--- src/rtl/accum_drain_ctrl.sv ---
// Drains aligned accumulator column pairs into the result buffer via a small FIFO.
// Optional idle timeout in COLLECT is enabled by defining ACCUM_DRAIN_TIMEOUT_EN.
module accum_drain_ctrl #(
    parameter int ADDR_W         = 8,
    parameter int CNT_W          = 8,
    parameter int FIFO_DEPTH     = 4,
    parameter int TIMEOUT_CYCLES = 256
) (
    input  logic              clk,
    input  logic              reset,
    input  logic              start,
    input  logic [CNT_W-1:0]  row_count,
    input  logic [ADDR_W-1:0] base_addr,
    input  logic              abort,
    output logic              align_clear,
    input  logic              aligned_valid,
    input  logic [15:0]       align_col0,
    input  logic [15:0]       align_col1,
    output logic              wr_valid,
    input  logic              wr_ready,
    output logic [ADDR_W-1:0] wr_addr,
    output logic [31:0]       wr_data,
    output logic              busy,
    output logic              done,
    output logic              overflow_err,
    output logic              extra_err
`ifdef ACCUM_DRAIN_TIMEOUT_EN
    ,
    output logic              timeout_err
`endif
);

    localparam logic [1:0] S_IDLE    = 2'd0;
    localparam logic [1:0] S_CLEAR   = 2'd1;
    localparam logic [1:0] S_COLLECT = 2'd2;
    localparam logic [1:0] S_DONE    = 2'd3;

    localparam int PTR_W = $clog2(FIFO_DEPTH);

    logic [1:0]        state;
    logic [CNT_W-1:0]  rows;
    logic [CNT_W-1:0]  captured;
    logic [CNT_W-1:0]  written;
    logic [CNT_W-1:0]  written_nxt;
    logic [ADDR_W-1:0] base;
    logic [31:0]       mem [FIFO_DEPTH];
    logic [PTR_W:0]    rd_ptr;
    logic [PTR_W:0]    wr_ptr;
    logic              empty;
    logic              full;
    logic              in_collect;
    logic              capture;
    logic              extra;
    logic              pop;
    logic              push;
    logic              drop;
    logic              collect_done;
    logic              timeout;

    assign empty = (rd_ptr == wr_ptr);
    assign full  = (rd_ptr[PTR_W] != wr_ptr[PTR_W]) &&
                   (rd_ptr[PTR_W-1:0] == wr_ptr[PTR_W-1:0]);

    assign in_collect = (state == S_COLLECT);
    assign capture    = in_collect && aligned_valid && (captured < rows);
    assign extra      = in_collect && aligned_valid && (captured >= rows);

    assign wr_valid = !empty;
    assign pop      = wr_valid && wr_ready;
    // A pop in the same cycle frees the slot, so a full FIFO can still accept.
    assign push     = capture && (!full || pop);
    assign drop     = capture && full && !pop;

    assign written_nxt  = written + CNT_W'(1);
    assign collect_done = (written == rows) || (pop && (written_nxt == rows));

    assign wr_addr     = base + ADDR_W'(written);
    assign wr_data     = mem[rd_ptr[PTR_W-1:0]];
    assign align_clear = (state == S_CLEAR);
    assign done        = (state == S_DONE);
    assign busy        = (state != S_IDLE);

`ifdef ACCUM_DRAIN_TIMEOUT_EN
    localparam int TO_W = $clog2(TIMEOUT_CYCLES + 1);

    logic [TO_W-1:0] idle_cnt;

    assign timeout = in_collect && !aligned_valid && !pop &&
                     (idle_cnt == TO_W'(TIMEOUT_CYCLES - 1));

    always_ff @(posedge clk) begin
        if (reset) begin
            idle_cnt    <= '0;
            timeout_err <= 1'b0;
        end else begin
            if (abort || !in_collect || aligned_valid || pop)
                idle_cnt <= '0;
            else
                idle_cnt <= idle_cnt + TO_W'(1);
            if (!abort && state == S_IDLE && start)
                timeout_err <= 1'b0;
            else if (!abort && timeout)
                timeout_err <= 1'b1;
        end
    end
`else
    assign timeout = 1'b0;
`endif

    always_ff @(posedge clk) begin
        if (push)
            mem[wr_ptr[PTR_W-1:0]] <= {align_col1, align_col0};
    end

    always_ff @(posedge clk) begin
        if (reset) begin
            state        <= S_IDLE;
            rows         <= '0;
            base         <= '0;
            captured     <= '0;
            written      <= '0;
            rd_ptr       <= '0;
            wr_ptr       <= '0;
            overflow_err <= 1'b0;
            extra_err    <= 1'b0;
        end else if (abort) begin
            state  <= S_IDLE;
            rd_ptr <= '0;
            wr_ptr <= '0;
        end else begin
            if (capture)
                captured <= captured + CNT_W'(1);
            if (push)
                wr_ptr <= wr_ptr + 1'b1;
            if (pop) begin
                rd_ptr  <= rd_ptr + 1'b1;
                written <= written_nxt;
            end
            if (drop)
                overflow_err <= 1'b1;
            if (extra)
                extra_err <= 1'b1;
            case (state)
                S_IDLE: begin
                    if (start) begin
                        state        <= S_CLEAR;
                        rows         <= row_count;
                        base         <= base_addr;
                        captured     <= '0;
                        written      <= '0;
                        overflow_err <= 1'b0;
                        extra_err    <= 1'b0;
                    end
                end
                S_CLEAR: state <= S_COLLECT;
                S_COLLECT: begin
                    if (timeout) begin
                        state  <= S_DONE;
                        rd_ptr <= '0;
                        wr_ptr <= '0;
                    end else if (collect_done) begin
                        state <= S_DONE;
                    end
                end
                S_DONE:  state <= S_IDLE;
                default: state <= S_IDLE;
            endcase
        end
    end

endmodule

--- config.mk ---
export PLATFORM = sky130hd
export DESIGN_NAME = accum_drain_ctrl
export DESIGN_NICKNAME = d
export VERILOG_FILES = /design/src/rtl/accum_drain_ctrl.sv
export SDC_FILE = /design/constraint.sdc
export NUM_CORES = 1
export LEC_CHECK = 0
export CAP_MARGIN = 20
export CORE_MARGIN = 4
export CORE_UTILIZATION = 40
export CTS_CLUSTER_SIZE = 8
export DETAILED_ROUTE_END_ITERATION = 8
export SYNTH_ARGS = -nofsm -noshare
export SYNTH_HDL_FRONTEND = slang
export SYNTH_SLANG_ARGS = --single-unit
--- constraint.sdc ---
create_clock -name clk -period 2.9 [get_ports clk]
set_clock_uncertainty 0.1 [all_clocks]
set_input_delay 0.58 -clock clk [delete_from_list [all_inputs] [get_ports clk]]
set_output_delay 0.58 -clock clk [all_outputs]
set_load 0.02 [all_outputs]
==> results.toml, run 1 <==
[outcome]
status = "finished, final reports clean"

[synthesis]
syn_area_um2 = 7160
ys_seq_area_frac = 0.659
synth_top_area_cell = "edfxtp_1"
yosysWarnings = 0
avgSynthCellArea_um2 = 15.0
synth.top_cells.by_area = "edfxtp_1 (54%), dfxtp_1 (12%), mux4_2 (10%), ha_1 (4.5%), nand2_1 (2.5%)"
ys_ff_latch = 172
syn_inst = 478
synth_top_area_frac = 0.537
synth_nets = 559
synth.distinct_cells = 38

[grt]
grt_pass1_wl_um = 23100
grt_max_degree = 33
first_global_vias = 4504
grt_usage = 0.148
grt-ovfl-total = 0
grt_antenna_before_repair = 0

[floorplan]
ios = 100
num_rows = 48
die_area_um2 = 20100
die_w_um = 142
die_h_um = 142
start_util = 0.411
core_um2 = 17400

[clock_network]
clock_latency_ns = 0.42
htree_levels = 4
cts_sinks = 172
cts_made_buffers = 17
clock_path_buffers = 2
post-cts-setup-buffer-count = 0
clockRootBuffer = "clkbuf_16"
clk_pin_slew_ns = 0.06
cts_tree = "done"

[worst_setup_path]
cp-start-kind = "flip-flop"
path_cells = "clkbuf_16 -> mux4_2 -> clkdlybuf4s50_1"
cpPeakStageDelay_ns = 0.56
cp.required_ns = 2.22
crit_arrival_ns = 2.11
crit_path_end_kind = "output port"
worst-setup-path-type = "flip-flop to output port"
rr_startpoint = "rows[1]$_SDFFE_PP0P_"
cp_max_fo = 16
worst_path_max_delay_cell = "clkdlybuf4s50_1"

[route]
drtPass1Iterations = 4
viasPerCell = 5.04
avgRoutedWirePerCell_um = 16.9
drc_errors = 0
vias = 4252
routed_wl_um = 14200
drtAntennaViolNets = 0
drtIter0Drc = 160

[final_layout]
syn2layout_area_growth_pct = 29.4
fin_area_um2 = 9270
layout-drive-gt1-share = 0.180
nets = 686
diodes = 0

[sta]
hold_violations = 0
setup_slack_ns = 0.109
maxSlewHeadroom = 0.644
min_period_over_period = 0.962
min_period_ns = 2.79
fmax_mhz = 358
fin_tns_setup_ns = 0
worstMarginPinSlew_ns = 0.531
setup_viol = 0
maxSlewViolCount = 0

[place]
place_hpwl_um = 9770
globalplace.congestion = 0.853
place_area_um2 = 8690
post-place-ws_ns = 0.0739
numPortBuffers = 99

[power_and_ir_drop]
powerDensity_nw_per_um2 = 540
p_leak_nw = 3.23
p_total_w = 0.00501
vdd.ir_drop.worst_mv = 0.382

[worst_hold_path]
min-delay-start = "base[5]$_SDFFE_PP0P_"
hold_class = "flip-flop to flip-flop"

[job]
max_cap_violations = 0
[through the flow]
stage          utilization  cells  hold WS, ns
3_3_place_gp         0.499    810        0.346
6_report             0.532    843        0.360
2_1_floorplan            -    478        0.340
4_1_cts              0.530    842        0.360
5_1_grt              0.532    843        0.391
3_5_place_dp         0.499    810        0.349
[layer usage]
metal	track usage	wire, um
met5	0	0
met4	0.0505	185
met3	0.0351	713
met2	0.253	7220
met1	0.184	6110
[repair_timing]
item                       in CTS  in global routing
pin swaps                       0                  1
setup endpoints to repair       6                 23
hold buffers                    0                  0
resized for setup              16                 13
hold endpoints to repair        0                  0
cloned                          0                  1
[cell usage in the layout, fill, tap and decap left out, drive strengths merged, types with 4 or more instances in the layout]
cell type / Yosys / routed
edfxtp: 128 / 128
inv: 18 / 21
ha: 26 / 26
a21oi: 26 / 26
clkinv: 0 / 6
and3: 7 / 7
nand3: 10 / 10
nor2: 28 / 28
xnor2: 18 / 18
clkdlybuf4s50: 0 / 93
xor2: 20 / 20
nand2: 48 / 48
a21o: 5 / 5
clkbuf: 12 / 21
nand2b: 6 / 6
o21ai: 6 / 6
nand4: 5 / 5
mux4: 32 / 32
mux2i: 4 / 4
dfxtp: 44 / 44
buf: 5 / 28
and2: 4 / 4
[report_power, final]
part           internal, W  switching, W  leakage [nW]  total [W]
Clock              0.00119      0.000909         0.264    0.00209
Combinational     0.000130      0.000119          1.46   0.000249
Sequential         0.00265     0.0000122          1.51    0.00267
Total              0.00397       0.00104          3.23    0.00501
[state kept, by name (all words and copies together) (netlist names), 2 cells and up, named ones only]
| signal | flops |
|---|---|
| captured | 8 |
| wr_ptr | 3 |
| base | 8 |
| mem | 128 |
| rows | 8 |
| state | 2 |
| written | 8 |
| rd_ptr | 3 |
[cells in the mapped netlist (all sizes together)]
master	number
buf	5
o41ai	1
or2	3
dfxtp	44
nand4	5
and3	7
nor2b	3
fa	1
a21oi	26
nand2b	6
ha	26
inv	18
nand2	48
a21o	5
nor3	2
or3	3
nand3	10
xnor2	18
nand4b	1
a211o	1
and2	4
mux4	32
clkbuf	12
nor4	1
o31ai	2
mux2i	4
o21bai	1
edfxtp	128
o21a	2
o21ba	1
xor2	20
o22ai	3
nor2	28
o221a	1
o21ai	6
[final cells by class]
type	count	area, um2
tap	225	282
fill	1442	8140
inverter	18	67.6
clock buffer	19	433
timing repair buffer	125	1310
multi-input combinational	271	2330
clock inverter	13	118
sequential	172	4730
[path summary, 6_finish.rpt]
path                          end  slack (ns)  cells past startpoint
max                   wr_data[23]        0.11                      3
min          base[5]$_SDFFE_PP0P_        0.36                      2
max reg2reg  mem[0][22]$_DFFE_PP_        0.29                      9
min reg2reg  base[5]$_SDFFE_PP0P_        0.36                      2
[cells by family after synthesis]
family	after synthesis	share of synthesized area
AOI/OAI and AO/OA	49	0.0424
xor gates and xnor gates	38	0.0465
adders and majority gates	27	0.0482
buffers and inverters	35	0.0183
DFF	172	0.659
muxes	36	0.106
and+or+nand+nor	121	0.0789
[worst max-delay path: cells and delay by family, from the launching register on]
kind / cells / cell delay, ns
mux: 1 / 0.52
buf+inv: 2 / 0.79
flops: 1 / 0.38
Power figures use the tool's default switching activity.
==> inputs of run 2 (changes only) <==
Settings changed: CTS_CLUSTER_DIAMETER from default to 50, REMOVE_ABC_BUFFERS from default to 1.
Clock period 2.9 ns to 3.48 ns, I/O delays scaled along.
==> results.toml, run 2 (synthesized netlist as in run 1, its figures left out) <==
[clock_network]
hold_buffers = 0
post-cts-setup-buffer-count = 0
htree_levels = 4
cts_sinks = 172
clockRootBuffer = "clkbuf_16"
cts_tree = "done"
cts_made_buffers = 17
clock_path_buffers = 2
clock_latency_ns = 0.43
clk_pin_slew_ns = 0.07

[route]
avgRoutedWirePerCell_um = 17.2
routed_wl_um = 14200
viasPerCell = 5.04
drtPass1Iterations = 4
drtAntennaViolNets = 0
drtIter0Drc = 194
vias = 4176
drc_errors = 0

[place]
numPortBuffers = 99
globalplace.congestion = 0.793
place_hpwl_um = 9670

[final_layout]
syn2layout_area_growth_pct = 27.4
multi_input_area_um2 = 2310
layout-drive-gt1-share = 0.151
seqCellArea_um2 = 4730
diodes = 0
largest_reg_flops = 128
mostFrequentLayoutCells = "edfxtp_1 (128), clkdlybuf4s50_1 (95), nand2_1 (48), dfxtp_1 (40), mux4_2 (32)"
nets = 672
final_common_cell = "edfxtp_1"
fillCellCount = 1458

[sta]
setup_viol = 0
rsz0062_at_grt = "no"
min_period_over_period = 0.936
hold_violations = 0
fmax_mhz = 307
maxSlewHeadroom = 0.631
fin_tns_setup_ns = 0
maxSlewViolCount = 0
worstMarginPinSlew_ns = 0.552
min_period_ns = 3.26

[grt]
grt_max_degree = 33
first_global_vias = 4352
grt_pass1_wl_um = 22600
grt_usage = 0.147
grt_antenna_before_repair = 0
grt-ovfl-total = 0

[worst_setup_path]
crit_arrival_ns = 2.46
r2r_slack_ns = 0.66
crit_path_end_kind = "output port"
cp.required_ns = 2.68
worst-setup-path-type = "flip-flop to output port"
cp-start-kind = "flip-flop"
cp_max_fo = 6

[power_and_ir_drop]
vdd.ir_drop.worst_mv = 0.310
p_total_w = 0.00430
p_leak_nw = 3.19
powerDensity_nw_per_um2 = 471

[worst_hold_path]
hold_class = "flip-flop to flip-flop"

[outcome]
status = "finished, final reports clean"

[floorplan]
core_um2 = 17400
die_area_um2 = 20100
start_util = 0.411
die_w_um = 142
die_h_um = 142
ios = 100
num_rows = 48

[job]
max_cap_violations = 0
## run 2: cell count changes in the layout (fill, tap and decap cells not counted), sizes merged, moves of 2 or more
cell	previous run	this run
clkbuf	21	18
inv	21	24
clkinv	6	4
clkdlybuf4s50	93	95
buf	28	12
dlymetal6s2s	0	2
clkinvlp	3	1
## run 2: metal layers
layer | share of wire | vias to the layer above | global-route usage
met5 | 0 | - | 0
met4 | 0.010 | 0 | 0.0449
met3 | 0.060 | 15 | 0.0458
met2 | 0.50 | 104 | 0.242
met1 | 0.43 | 2059 | 0.187
li1 | - | 1998 | -
## run 2: cell type report
class	count	share of cell area
sequential	172	0.518
clock buffer	18	0.0470
multi-input combinational	271	0.254
clock inverter	13	0.0171
inverter	18	0.00740
tap	225	0.0309
timing repair buffer	111	0.126
## run 2: report_power, final
group	total (W)	internal (W)	switching, W
registers	0.00222	0.00221	0.00000961
clock network	0.00188	0.00107	0.000803
logic	0.000205	0.000106	0.0000990
total	0.00430	0.00339	0.000912
## run 2: final timing paths
| kind | startpoint | end | depth (start not counted) |
|---|---|---|---|
| max | written[0]$_SDFFE_PP0N_ | wr_addr[6] | 10 |
| min | extra_err$_SDFFE_PP0N_ | extra_err$_SDFFE_PP0N_ | 2 |
| max reg2reg | rows[5]$_SDFFE_PP0P_ | mem[3][3]$_DFFE_PP_ | 9 |
| min reg2reg | extra_err$_SDFFE_PP0N_ | extra_err$_SDFFE_PP0N_ | 2 |
## run 2: repair_timing
item / in CTS / in global routing
hold endpoints to repair: 0 / 0
cloned: 0 / 0
gates resized for setup: 4 / 3
setup endpoints to repair: 4 / 3
## run 2: worst max-delay path: stages, from the launching register on
cell and delay, ns:
dfxtp_2 0.40, ha_1 0.19, inv_1 0.05, fa_1 0.40
nor2b_1 0.12, o21ai_0 0.09, nand2b_1 0.13, a21o_1 0.13
a21oi_1 0.07, xnor2_1 0.14, clkdlybuf4s15_1 0.32
## run 2: through the flow
stage	hold WS, ns	instance area (um2)	cells	utilization	setup WS (ns)
after floorplan	0.334	7100	461	-	0.441
after global placement	0.350	8530	797	0.490	0.339
after detailed placement	0.345	8530	797	0.490	0.285
after CTS	0.365	9120	828	0.524	0.0268
after global routing	0.390	9130	828	0.524	0.0341
final	0.352	9130	828	0.524	0.222
==> inputs of run 3 (changes only) <==
Settings changed: PLACE_DENSITY from default to 0.71, SLEW_MARGIN from default to 20.
==> results.toml, run 3 (synthesized netlist as in run 1, its figures left out) <==
[outcome]
status = "finished, final reports clean"

[place]
place_hpwl_um = 9370
globalplace.congestion = 0.842
numPortBuffers = 99
dp_cells = 794

[worst_setup_path]
cp.required_ns = 2.68
crit_arrival_ns = 2.51
crit_path_end_kind = "output port"
cp-start-kind = "flip-flop"
worst-setup-path-type = "flip-flop to output port"
cp_max_fo = 6

[grt]
grt_pass1_wl_um = 22900
first_global_vias = 4480
grt_max_degree = 33
grt_antenna_before_repair = 0
grt-ovfl-total = 0
grt_usage = 0.146

[route]
viasPerCell = 5.10
avgRoutedWirePerCell_um = 17.1
drtPass1Iterations = 4
drtAntennaViolNets = 0
drtIter0Drc = 176
drc_errors = 0
routed_wl_um = 14100
vias = 4211

[final_layout]
final_cells = 825
seqCellArea_um2 = 4730
largest_reg_flops = 128
fillCellCount = 1428
nets = 669
multi_input_area_um2 = 2310
mostFrequentLayoutCells = "edfxtp_1 (128), clkdlybuf4s50_1 (95), nand2_1 (48), dfxtp_1 (40), mux4_2 (32)"
syn2layout_area_growth_pct = 26.8
layout-drive-gt1-share = 0.147
diodes = 0
final_common_cell = "edfxtp_1"

[sta]
setup_viol = 0
maxSlewHeadroom = 0.542
fin_tns_setup_ns = 0
worstMarginPinSlew_ns = 0.687
min_period_over_period = 0.949
min_period_ns = 3.30
hold_violations = 0
rsz0062_at_grt = "no"
maxSlewViolCount = 0
fmax_mhz = 303

[floorplan]
num_rows = 48
core_um2 = 17400
start_util = 0.411
die_area_um2 = 20100
die_h_um = 142
die_w_um = 142
ios = 100

[clock_network]
clk_pin_slew_ns = 0.06
clock_path_buffers = 2
cts_tree = "done"
clockRootBuffer = "clkbuf_16"
hold_buffers = 0
cts_made_buffers = 17
htree_levels = 4
clock_latency_ns = 0.42
cts_sinks = 172

[power_and_ir_drop]
combPwrFrac = 0.047
power_frac_clock = 0.425
vdd.ir_drop.worst_mv = 0.356
swShare = 0.213
powerDensity_nw_per_um2 = 463
internal-power_w = 0.00331
pwr-share-seq = 0.528
switching_power_w = 0.000896
p_leak_nw = 3.18

[job]
max_cap_violations = 0

[worst_hold_path]
hold_class = "flip-flop to flip-flop"
## run 3: cell type report
class | count | area share
Timing Repair Buffer | 108 | 0.125
Multi-Input combinational cell | 271 | 0.255
Clock buffer | 18 | 0.0472
Clock inverter | 13 | 0.0139
Sequential cell | 172 | 0.520
Inverter | 18 | 0.00743
Tap cell | 225 | 0.0310
## run 3: worst paths after layout
path,start,to,slack (ns),depth (start not counted)
min,extra_err$_SDFFE_PP0N_,extra_err$_SDFFE_PP0N_,0.36,2
min reg2reg,extra_err$_SDFFE_PP0N_,extra_err$_SDFFE_PP0N_,0.36,2
max reg2reg,rows[1]$_SDFFE_PP0P_,mem[3][15]$_DFFE_PP_,0.61,9
max,written[0]$_SDFFE_PP0N_,wr_addr[6],0.18,10
## run 3: through the flow
stage	instance area [um2]	power [W]	util	hold WS, ns	setup slack [ns]
floorplan	7100	0.00234	-	0.334	0.441
detailed placement	8520	0.00246	0.489	0.345	0.293
global placement	8520	0.00246	0.489	0.347	0.342
finish	9090	0.00420	0.522	0.360	0.178
global route	9090	0.00436	0.522	0.384	0.0761
CTS	9080	0.00425	0.521	0.362	0.0210
## run 3: repair_timing
| item | 4_1_cts | 5_1_grt |
|---|---|---|
| endpoints found under the hold margin | 0 | 0 |
| pin swaps | 0 | 0 |
| resized for setup | 4 | 3 |
| setup buffers | 0 | 0 |
| setup endpoints to repair | 4 | 3 |
| gates cloned | 0 | 0 |
## run 3: power groups by stage
stage | registers, W | logic [W] | clock network (W)
6_report | 0.00222 | 0.000198 | 0.00179
5_1_grt | 0.00222 | 0.000217 | 0.00192
2_1_floorplan | 0.00226 | 0.0000808 | 0
4_1_cts | 0.00222 | 0.000200 | 0.00183
3_3_place_gp | 0.00226 | 0.000193 | 0
3_5_place_dp | 0.00227 | 0.000199 | 0
## run 3: worst max-delay path: stages (launching register included)
cell and delay, ns:
dfxtp_2 0.41, ha_1 0.19, inv_1 0.06, fa_1 0.41
nor2b_1 0.14, o21ai_0 0.09, nand2b_1 0.12, a21o_1 0.12
a21oi_1 0.07, xnor2_1 0.14, dlygate4sd2_1 0.35
## run 3: metal layers
| layer | vias up | part of all wire | GRT usage | wire, um |
|---|---|---|---|---|
| met1 | 2079 | 0.42 | 0.179 | 5960 |
| li1 | 1994 | - | - | - |
| met2 | 129 | 0.51 | 0.256 | 7170 |
| met3 | 9 | 0.061 | 0.0448 | 862 |
| met4 | 0 | 0.0078 | 0.0308 | 110 |
| met5 | - | 0 | 0 | 0 |
